## src/rtl/mm_bram_responder.sv

```systemverilog
`default_nettype none
// ============================================================================
// Module : mm_bram_responder
// BRAM-port slave for the Montgomery multiplier with a host req/ack port,
// sticky error flag and saturating access counters.
// Rev    : 1.0
// ============================================================================

module mm_bram_responder #(
    parameter int DEPTH_WORDS  = 64,
    parameter int READ_LATENCY = 1,
    parameter int HOST_AW      = 6
) (
    input  logic               clock_i,
    input  logic               reset_i,
    input  logic               BRAM_en_i,
    input  logic [3:0]         BRAM_we_i,
    input  logic [31:0]        BRAM_addr_i,
    input  logic [31:0]        BRAM_din_i,
    output logic [31:0]        BRAM_dout_o,
    input  logic               BRAM_rst_i,
    input  logic               host_req_i,
    input  logic               host_we_i,
    input  logic [HOST_AW-1:0] host_addr_i,
    input  logic [31:0]        host_wdata_i,
    output logic               host_ack_o,
    output logic [31:0]        host_rdata_o,
    output logic               err_o,
    input  logic               err_clear_i,
    output logic [15:0]        rd_count_o,
    output logic [15:0]        wr_count_o
);

    localparam int          AW      = (DEPTH_WORDS > 1) ? $clog2(DEPTH_WORDS) : 1;
    localparam logic [31:0] c_depth = 32'(DEPTH_WORDS);

    typedef enum logic [0:0] {
        ST_IDLE = 1'b0,
        ST_ACK  = 1'b1
    } host_state_t;

    logic [31:0] mem [DEPTH_WORDS];

    host_state_t state_q, state_d;
    logic        rd0_vld_q, rd0_vld_d;
    logic [31:0] rd0_data_q, rd0_data_d;
    logic [31:0] dout_q, dout_d;
    logic [31:0] host_rdata_q, host_rdata_d;
    logic        err_q, err_d;
    logic [15:0] rd_count_q, rd_count_d;
    logic [15:0] wr_count_q, wr_count_d;

    logic          w_bram_rd;
    logic          w_bram_wr;
    logic          w_bram_oor;
    logic          w_bram_misal;
    logic [AW-1:0] w_bram_idx;
    logic [31:0]   w_bram_rdata;
    logic          w_host_go;
    logic          w_host_oor;
    logic [AW-1:0] w_host_idx;
    logic          w_new_err;
    logic          w_wr_en;
    logic [AW-1:0] w_wr_idx;
    logic [3:0]    w_wr_be;
    logic [31:0]   w_wr_data;
    logic          w_land_vld;
    logic [31:0]   w_land_data;

    always_comb begin
        w_bram_rd    = BRAM_en_i && (BRAM_we_i == 4'h0);
        w_bram_wr    = BRAM_en_i && (BRAM_we_i != 4'h0);
        w_bram_oor   = ({2'b00, BRAM_addr_i[31:2]} >= c_depth);
        w_bram_misal = (BRAM_addr_i[1:0] != 2'b00);
        w_bram_idx   = BRAM_addr_i[AW+1:2];
        w_bram_rdata = w_bram_oor ? 32'h0 : mem[w_bram_idx];
        w_host_oor   = (32'(host_addr_i) >= c_depth);
        w_host_idx   = host_addr_i[AW-1:0];
    end

    // Host FSM: an access only goes through on a cycle the BRAM port is idle.
    always_comb begin
        state_d      = state_q;
        w_host_go    = 1'b0;
        host_rdata_d = host_rdata_q;
        case (state_q)
            ST_IDLE: begin
                if (host_req_i && !BRAM_en_i) begin
                    w_host_go = 1'b1;
                    state_d   = ST_ACK;
                    if (!host_we_i) begin
                        host_rdata_d = w_host_oor ? 32'h0 : mem[w_host_idx];
                    end
                end
            end
            ST_ACK:  state_d = ST_IDLE;
            default: state_d = ST_IDLE;
        endcase
    end

    // Single write port shared by BRAM and host; they are mutually exclusive.
    always_comb begin
        w_wr_en   = 1'b0;
        w_wr_idx  = w_bram_idx;
        w_wr_be   = BRAM_we_i;
        w_wr_data = BRAM_din_i;
        if (w_bram_wr && !w_bram_oor) begin
            w_wr_en = 1'b1;
        end else if (w_host_go && host_we_i && !w_host_oor) begin
            w_wr_en   = 1'b1;
            w_wr_idx  = w_host_idx;
            w_wr_be   = 4'hF;
            w_wr_data = host_wdata_i;
        end
    end

    always_ff @(posedge clock_i) begin
        if (w_wr_en) begin
            for (int k = 0; k < 4; k++) begin
                if (w_wr_be[k]) begin
                    mem[w_wr_idx][8*k +: 8] <= w_wr_data[8*k +: 8];
                end
            end
        end
    end

    generate
        if (READ_LATENCY == 2) begin : g_lat2
            logic        rd1_vld_q, rd1_vld_d;
            logic [31:0] rd1_data_q, rd1_data_d;

            always_comb begin
                rd1_vld_d  = rd0_vld_q;
                rd1_data_d = rd0_data_q;
            end

            always_ff @(posedge clock_i or negedge reset_i) begin
                if (!reset_i) begin
                    rd1_vld_q  <= 1'b0;
                    rd1_data_q <= 32'h0;
                end else begin
                    rd1_vld_q  <= rd1_vld_d;
                    rd1_data_q <= rd1_data_d;
                end
            end

            assign w_land_vld  = rd1_vld_q;
            assign w_land_data = rd1_data_q;
        end else begin : g_lat1
            assign w_land_vld  = rd0_vld_q;
            assign w_land_data = rd0_data_q;
        end
    endgenerate

    always_comb begin
        rd0_vld_d  = w_bram_rd;
        rd0_data_d = w_bram_rdata;
        // BRAM_rst_i beats a result landing on the same edge.
        if (BRAM_rst_i) begin
            dout_d = 32'h0;
        end else if (w_land_vld) begin
            dout_d = w_land_data;
        end else begin
            dout_d = dout_q;
        end

        w_new_err = (BRAM_en_i && (w_bram_oor || w_bram_misal)) ||
                    (w_host_go && w_host_oor);
        err_d = err_q;
        if (err_clear_i) err_d = 1'b0;
        if (w_new_err)   err_d = 1'b1;

        rd_count_d = rd_count_q;
        if (w_bram_rd && (rd_count_q != 16'hFFFF)) rd_count_d = rd_count_q + 16'd1;
        wr_count_d = wr_count_q;
        if (w_bram_wr && (wr_count_q != 16'hFFFF)) wr_count_d = wr_count_q + 16'd1;
    end

    always_ff @(posedge clock_i or negedge reset_i) begin
        if (!reset_i) begin
            state_q      <= ST_IDLE;
            rd0_vld_q    <= 1'b0;
            rd0_data_q   <= 32'h0;
            dout_q       <= 32'h0;
            host_rdata_q <= 32'h0;
            err_q        <= 1'b0;
            rd_count_q   <= 16'h0;
            wr_count_q   <= 16'h0;
        end else begin
            state_q      <= state_d;
            rd0_vld_q    <= rd0_vld_d;
            rd0_data_q   <= rd0_data_d;
            dout_q       <= dout_d;
            host_rdata_q <= host_rdata_d;
            err_q        <= err_d;
            rd_count_q   <= rd_count_d;
            wr_count_q   <= wr_count_d;
        end
    end

    assign BRAM_dout_o  = dout_q;
    assign host_ack_o   = (state_q == ST_ACK);
    assign host_rdata_o = host_rdata_q;
    assign err_o        = err_q;
    assign rd_count_o   = rd_count_q;
    assign wr_count_o   = wr_count_q;

endmodule

`default_nettype wire

```

## config.mk

```make
export PLATFORM = sky130hd
export DESIGN_NAME = mm_bram_responder
export DESIGN_NICKNAME = d
export VERILOG_FILES = /design/src/rtl/mm_bram_responder.sv
export SDC_FILE = /design/constraint.sdc
export NUM_CORES = 2
export LEC_CHECK = 0
export BUFFER_PORTS_ARGS = -buffer_cell sky130_fd_sc_hd__clkbuf_2
export CORE_ASPECT_RATIO = 0.75
export CORE_MARGIN = 4
export CORE_UTILIZATION = 37
export DETAILED_ROUTE_END_ITERATION = 6
export GPL_TIMING_DRIVEN = 0
export SYNTH_ARGS = -nofsm -noshare
export SYNTH_HDL_FRONTEND = slang
export SYNTH_SLANG_ARGS = --single-unit
```

## constraint.sdc

```tcl
create_clock -name clock_i -period 2.6 [get_ports clock_i]
set_input_delay 0 -clock clock_i [delete_from_list [all_inputs] [get_ports clock_i]]
set_output_delay 0 -clock clock_i [all_outputs]
set_load 0.01 [all_outputs]
```

-- After elaboration in Yosys (flattened, before gate mapping)
Memory sizes are Yosys's and may differ from the RTL's. A register that Yosys moved wholly into a read port is not among the register bits.
Index checks and enable logic that the tools add are counted.
- muxes and demuxes: 28
- order comparisons: 1
- equality and inequality tests: 2
- bitwise gates (word level): 2
- $add $sub $neg: 2
- reduce and logical (&&, ||, !) cells: 18
- operator list (operator ; count):
    $mux W32 ; 5
    $add A16 B1 Y16 const B ; 2
    $ne A16 B16 Y1 const B ; 2
    $ge A30 B7 Y1 const B ; 1
    $mux W1 ; 18
    $mux W6 ; 2
    $logic_and A1 B1 Y1 ; 8
    $mux W4 ; 2
    $reduce_bool A2 Y1 ; 3
    $logic_not A4 Y1 ; 1
    $reduce_bool A4 Y1 ; 1
    $logic_not A1 Y1 ; 3
    $reduce_and A3 Y1 ; 1
    $not A1 Y1 ; 2
    $pmux W1 S2 ; 1
    $logic_or A1 B1 Y1 ; 1
- word-level logic and storage cells: 61
- memories kept: 1
- bits in registers: 99
- memory bits (writable): 2048
- memories (name ; depth ; width ; read ports ; clocked after Yosys merged registers in ; wr ports ; RTL line ; RTL):
    mem ; 64 ; 32 ; 2 ; 1 ; 1 ; 42 ; logic [31:0] mem [DEPTH_WORDS];

-- Logic depth before layout (Yosys ltp)
- depth after elaboration: 10
- mapped depth: 11
- depth with buffers taken out: 6

-- Worst setup path after synthesis
OpenSTA, ideal clock, no wires.
- kind: reg-to-reg
- start point: reg state_q, in the netlist host_ack_o
- end point: mem mem[12][0] (enable)
- setup slack: -0.043 ns
- period minus slack after synthesis: 2.643 ns
- data arrival time: 2.260 ns
- setup time: 0.383 ns
- data required time: 2.217 ns
- stages on the path, launching flop included: 8
- cells stage by stage: dfrtp_1 -> nor3b_2 -> and2_1 -> buf_2 -> mux2i_1 -> nand2_1 -> clkbuf_1 -> nor3_1
- cells in the longest elaborated chain, start to end: 7
- ends and longest elaborated chain (element ; RTL line ; RTL):
    from (decl) ; 44 ; host_state_t state_q, state_d;
    from (signal assigned) ; 190 ; state_q <= state_d;
    $mux W1 * ; 86 ; case (state_q)
    $logic_and A1 B1 Y1 * ; 109 ; end else if (w_host_go && host_we_i && !w_host_oor) begin
    $mux W4 ; 109 ;
    $mux W4 ; 107 ; if (w_bram_wr && !w_bram_oor) begin
    $mux W1 ; 120 ; if (w_wr_be[k]) begin
    $mux W1 ; 118 ; if (w_wr_en) begin
    $mux W1 (implied by the code) ; 121 ; mem[w_wr_idx][8*k +: 8] <= w_wr_data[8*k +: 8];
    to (decl) ; 42 ;
Every way passes the cells marked *; elsewhere a longest branch is shown, timed or not.

-- Worst setup path after layout
- start point: in BRAM_addr_i[4]
- end point: reg rd0_data_q[0]
- cells in the longest elaborated chain, start to end: 2
- ends and longest elaborated chain (element ; RTL line ; RTL):
    from (decl) ; 18 ; input logic [31:0] BRAM_addr_i,
    $ge A30 B7 Y1 / $mem_v2 Z64 W32 (equally long branches) ; -- ;
    $mux W32 * ; 76 ; w_bram_rdata = w_bram_oor ? 32'h0 : mem[w_bram_idx];
    via rd0_data_d[0] ; 46 ; logic [31:0] rd0_data_q, rd0_data_d;
    to (signal assigned) ; 192 ; rd0_data_q <= rd0_data_d;
    to (decl) ; 46 ;
The timed path passes the listed nets; every way through them passes the cells marked *.
A chain may end at the register's enable or synchronous reset.

==> impl_metrics.env <==
export IMPL_grt_pass1_vias=64800
export IMPL_seqPwrFrac=0.493
export IMPL_slowest_delay_ns=1.03
export IMPL_setup_viol=952
export IMPL_p_int_mw=59.3
export IMPL_die_w_um=614
export IMPL_hpwl_um=296000
export IMPL_crit_chain="buf_2 -> buf_2 -> buf_2 -> clkbuf_1 -> mux4_2 -> mux2i_1 -> a22oi_1 -> o211ai_2 -> o31ai_1"
export IMPL_nets=6675
export IMPL_synth_top_family_by_area="multiplexers"
export IMPL_use_met1=0.385
export IMPL_critPathKind="in -> reg"
export IMPL_route_vias_total=67500
export IMPL_max_cap_viol_count=4
export IMPL_drtAntennaViolNets=0
export IMPL_grt_use_met3=0.130
export IMPL_initial_core_util=0.372
export IMPL_busiest_layer="met1"
export IMPL_cp_data_arrival_time_ns=3.52
export IMPL_share_comb_of_total_power=0.112
export IMPL_synth_fa_ha_area_frac=0.000246
export IMPL_synth_compound_area_frac=0.0370
export IMPL_syn_avg_cell_area_um2=18.2
export IMPL_synth_area_mm2=0.102
export IMPL_final_cell_mix="edfxtp_1 (2048), mux4_2 (859), mux2i_1 (583)"
export IMPL_cts_tree="built"
export IMPL_cts_sinks=2179
export IMPL_die_h_um=462
export IMPL_synth_flop_cell="edfxtp_1"
export IMPL_synth_nets=5697
export IMPL_synthXorXnorAreaFrac=0.00258
export IMPL_tightest_slew_ns=1.55
export IMPL_grt_usage=0.279
export IMPL_first_iter_violations=12300
export IMPL_die_area_mm2=0.284
export IMPL_critPathCaptureType="flop"
export IMPL_drive_above_1_share=0.395
export IMPL_placementRows=166
export IMPL_hp_class="in -> reg"
export IMPL_io_pins=211
export IMPL_ctsHtreeMaxLevel=4
export IMPL_grt_pass1_wl_um=541000
export IMPL_final_common_cell="edfxtp_1"
export IMPL_routabilityCongestion=0.980
export IMPL_wirelength_um=411000
export IMPL_layout_min_cycle_time_ns=2.79
export IMPL_firstDrtPassIters=7
export IMPL_clockBufferDepth=4
export IMPL_synthCells=5582
export IMPL_synthMuxAreaShare=0.268
export IMPL_avgRoutedWirePerCell_um=39.7
export IMPL_dp_cells=9451
export IMPL_fill_cells=22900
export IMPL_synthSimpleGateAreaFrac=0.0334
export IMPL_slew_headroom=-0.0337
export IMPL_clock_latency_ns=0.90
export IMPL_layout_cells_non_filler=10400
export IMPL_period_share=1.07
export IMPL_status="complete, but fails checks"
export IMPL_grt_max_degree=75
export IMPL_root_buffer="clkbuf_16"
export IMPL_yosysSeqAreaShare=0.636
export IMPL_finClkSkew_ns=0.0505
export IMPL_finalMaxSlewViolations=44
export IMPL_timing_fmax_ghz=0.359
export IMPL_p_leak_nw=44.4
export IMPL_synth_edf_count=2048
export IMPL_p_sw_mw=20.0
export IMPL_place_ws_ns=-3.04
export IMPL_ir_drop_uv=502
export IMPL_port_buffer_count=201
export IMPL_rsz0062_at_grt="true"
export IMPL_coreArea_mm2=0.273
export IMPL_use_met2=0.372
export IMPL_clkPwrFrac=0.394
export IMPL_cp_slowest_cell="clkbuf_1"
export IMPL_area_growth_pct=23.7
export IMPL_ys_ff_latch=2179
export IMPL_hold_violations=0
export IMPL_antenna_found_initial=17
export IMPL_crit_top_cell="buf_2"
export IMPL_synth_distinct_cells=46
export IMPL_finalInstanceArea_mm2=0.126
export IMPL_grt_ovfl_total=0
export IMPL_viasPerCell=6.52
export IMPL_ys_warn_count=0
export IMPL_violations="design-rule violations, max-capacitance violations, max-slew violations, negative setup slack"
export IMPL_cp_max_fo=10
export IMPL_route_detailed_drc=4
export IMPL_startpoint_type="primary input"
export IMPL_tns_ns=-41.68
export IMPL_placed_area_mm2=0.109
export IMPL_swShare=0.252
export IMPL_path_clk_slew_ns=0.06
export IMPL_required_ns=3.33
export IMPL_synthArstFlopShare=0.0601
export IMPL_cts_made_buffers=212
export IMPL_fin_ws_ns=-0.189
export IMPL_power_mw=79.3
export IMPL_powerDensity_mw_per_mm2=630
[state kept, by name (all words and copies together), names as in the netlist]
name and cells:
host_ack_o 1, wr_count_o 16, mem 2048, err_o 1, BRAM_dout_o 32, rd0_data_q 32
rd0_vld_q 1, rd_count_o 16, host_rdata_o 32
[layout make-up]
cell class	instances	area, um^2	share of cell area
diodes	10	25.0	0.000199
clock inverters	80	726	0.00576
clock buffers	305	6030	0.0479
plain buffers	482	3450	0.0274
well taps	3612	4520	0.0359
inverters	4	15.0	0.000119
repair buffers	763	8110	0.0644
flip-flops and latches	2179	64800	0.514
multi-input cells	2918	38300	0.304
[path summary, 6_finish.rpt]
check	from	endpoint	slack (ns)	depth (start not counted)
setup / recovery	BRAM_addr_i[4]	rd0_data_q[0]	-0.19	9
hold / removal	host_wdata_i[8]	mem[14][8]	0.02	2
setup reg to reg	host_ack_o	mem[9][30]	-0.17	10
hold reg to reg	rd0_data_q[23]	BRAM_dout_o[23]	0.49	2
max in group asynchronous	reset_i	rd0_data_q[23]	1.82	4
min in group asynchronous	reset_i	host_rdata_o[15]	0.30	4
[through the flow]
stage / util / hold WS, ns
finish: 0.461 / 0.0162
global placement: 0.393 / 0.267
global route: 0.461 / 0.0214
floorplan: - / -0.296
CTS: 0.452 / 0.0103
detailed placement: 0.398 / 0.0990
[routing by layer]
layer	up-vias	part of all wire
met2	5762	0.40
met3	835	0.18
met1	35400	0.37
met4	6	0.053
met5	-	0.0010
li1	25500	-
[what timing repair did]
item | CTS | global route
endpoints found under the hold margin | 2129 | 20
cloned | 4 | 15
endpoints found under the setup margin | 4160 | 2684
resized for setup | 694 | 267
setup buffers | 300 | 114
pin swaps | 234 | 79
hold buffers | 73 | 3
[power groups by stage]
stage	combinational [mW]	sequential (mW)	clock, mW
after global placement	7.43	39.9	0
after CTS	8.25	39.1	31.3
final	8.91	39.1	31.3
after floorplan	4.09	39.8	0
after detailed placement	7.65	39.9	0
after global routing	9.06	39.1	32.9
[logic make-up after synthesis]
family                   after synthesis
AND/OR/NAND/NOR                      712
adder cells (fa/ha/maj)                2
buffers and inverters                487
AO/OA/AOI/OAI                        541
XOR/XNOR                              30
multiplexers                        1631
flip-flops                          2179
[cell usage after synthesis (41+ instances only)]
master / n / area (um^2)
a21oi_1: 105 / 526
a22oi_1: 165 / 1240
and3_1: 43 / 269
buf_1: 49 / 184
buf_2: 134 / 671
buf_4: 41 / 308
clkbuf_1: 244 / 916
dfrtp_1: 131 / 3280
edfxtp_1: 2048 / 61500
mux2_2: 187 / 2110
mux2i_1: 585 / 5860
mux4_2: 859 / 19300
nand2_1: 170 / 638
nand3_1: 108 / 541
nor2_1: 76 / 285
nor3_1: 260 / 1300
o22ai_1: 91 / 569
[worst max-delay path: cells and delay by family]
family / cells / cell delay (ns)
multiplexers: 2 / 0.47
buffers and inverters: 4 / 1.99
AO/OA/AOI/OAI: 3 / 1.01
Power figures use the tool's default switching activity.
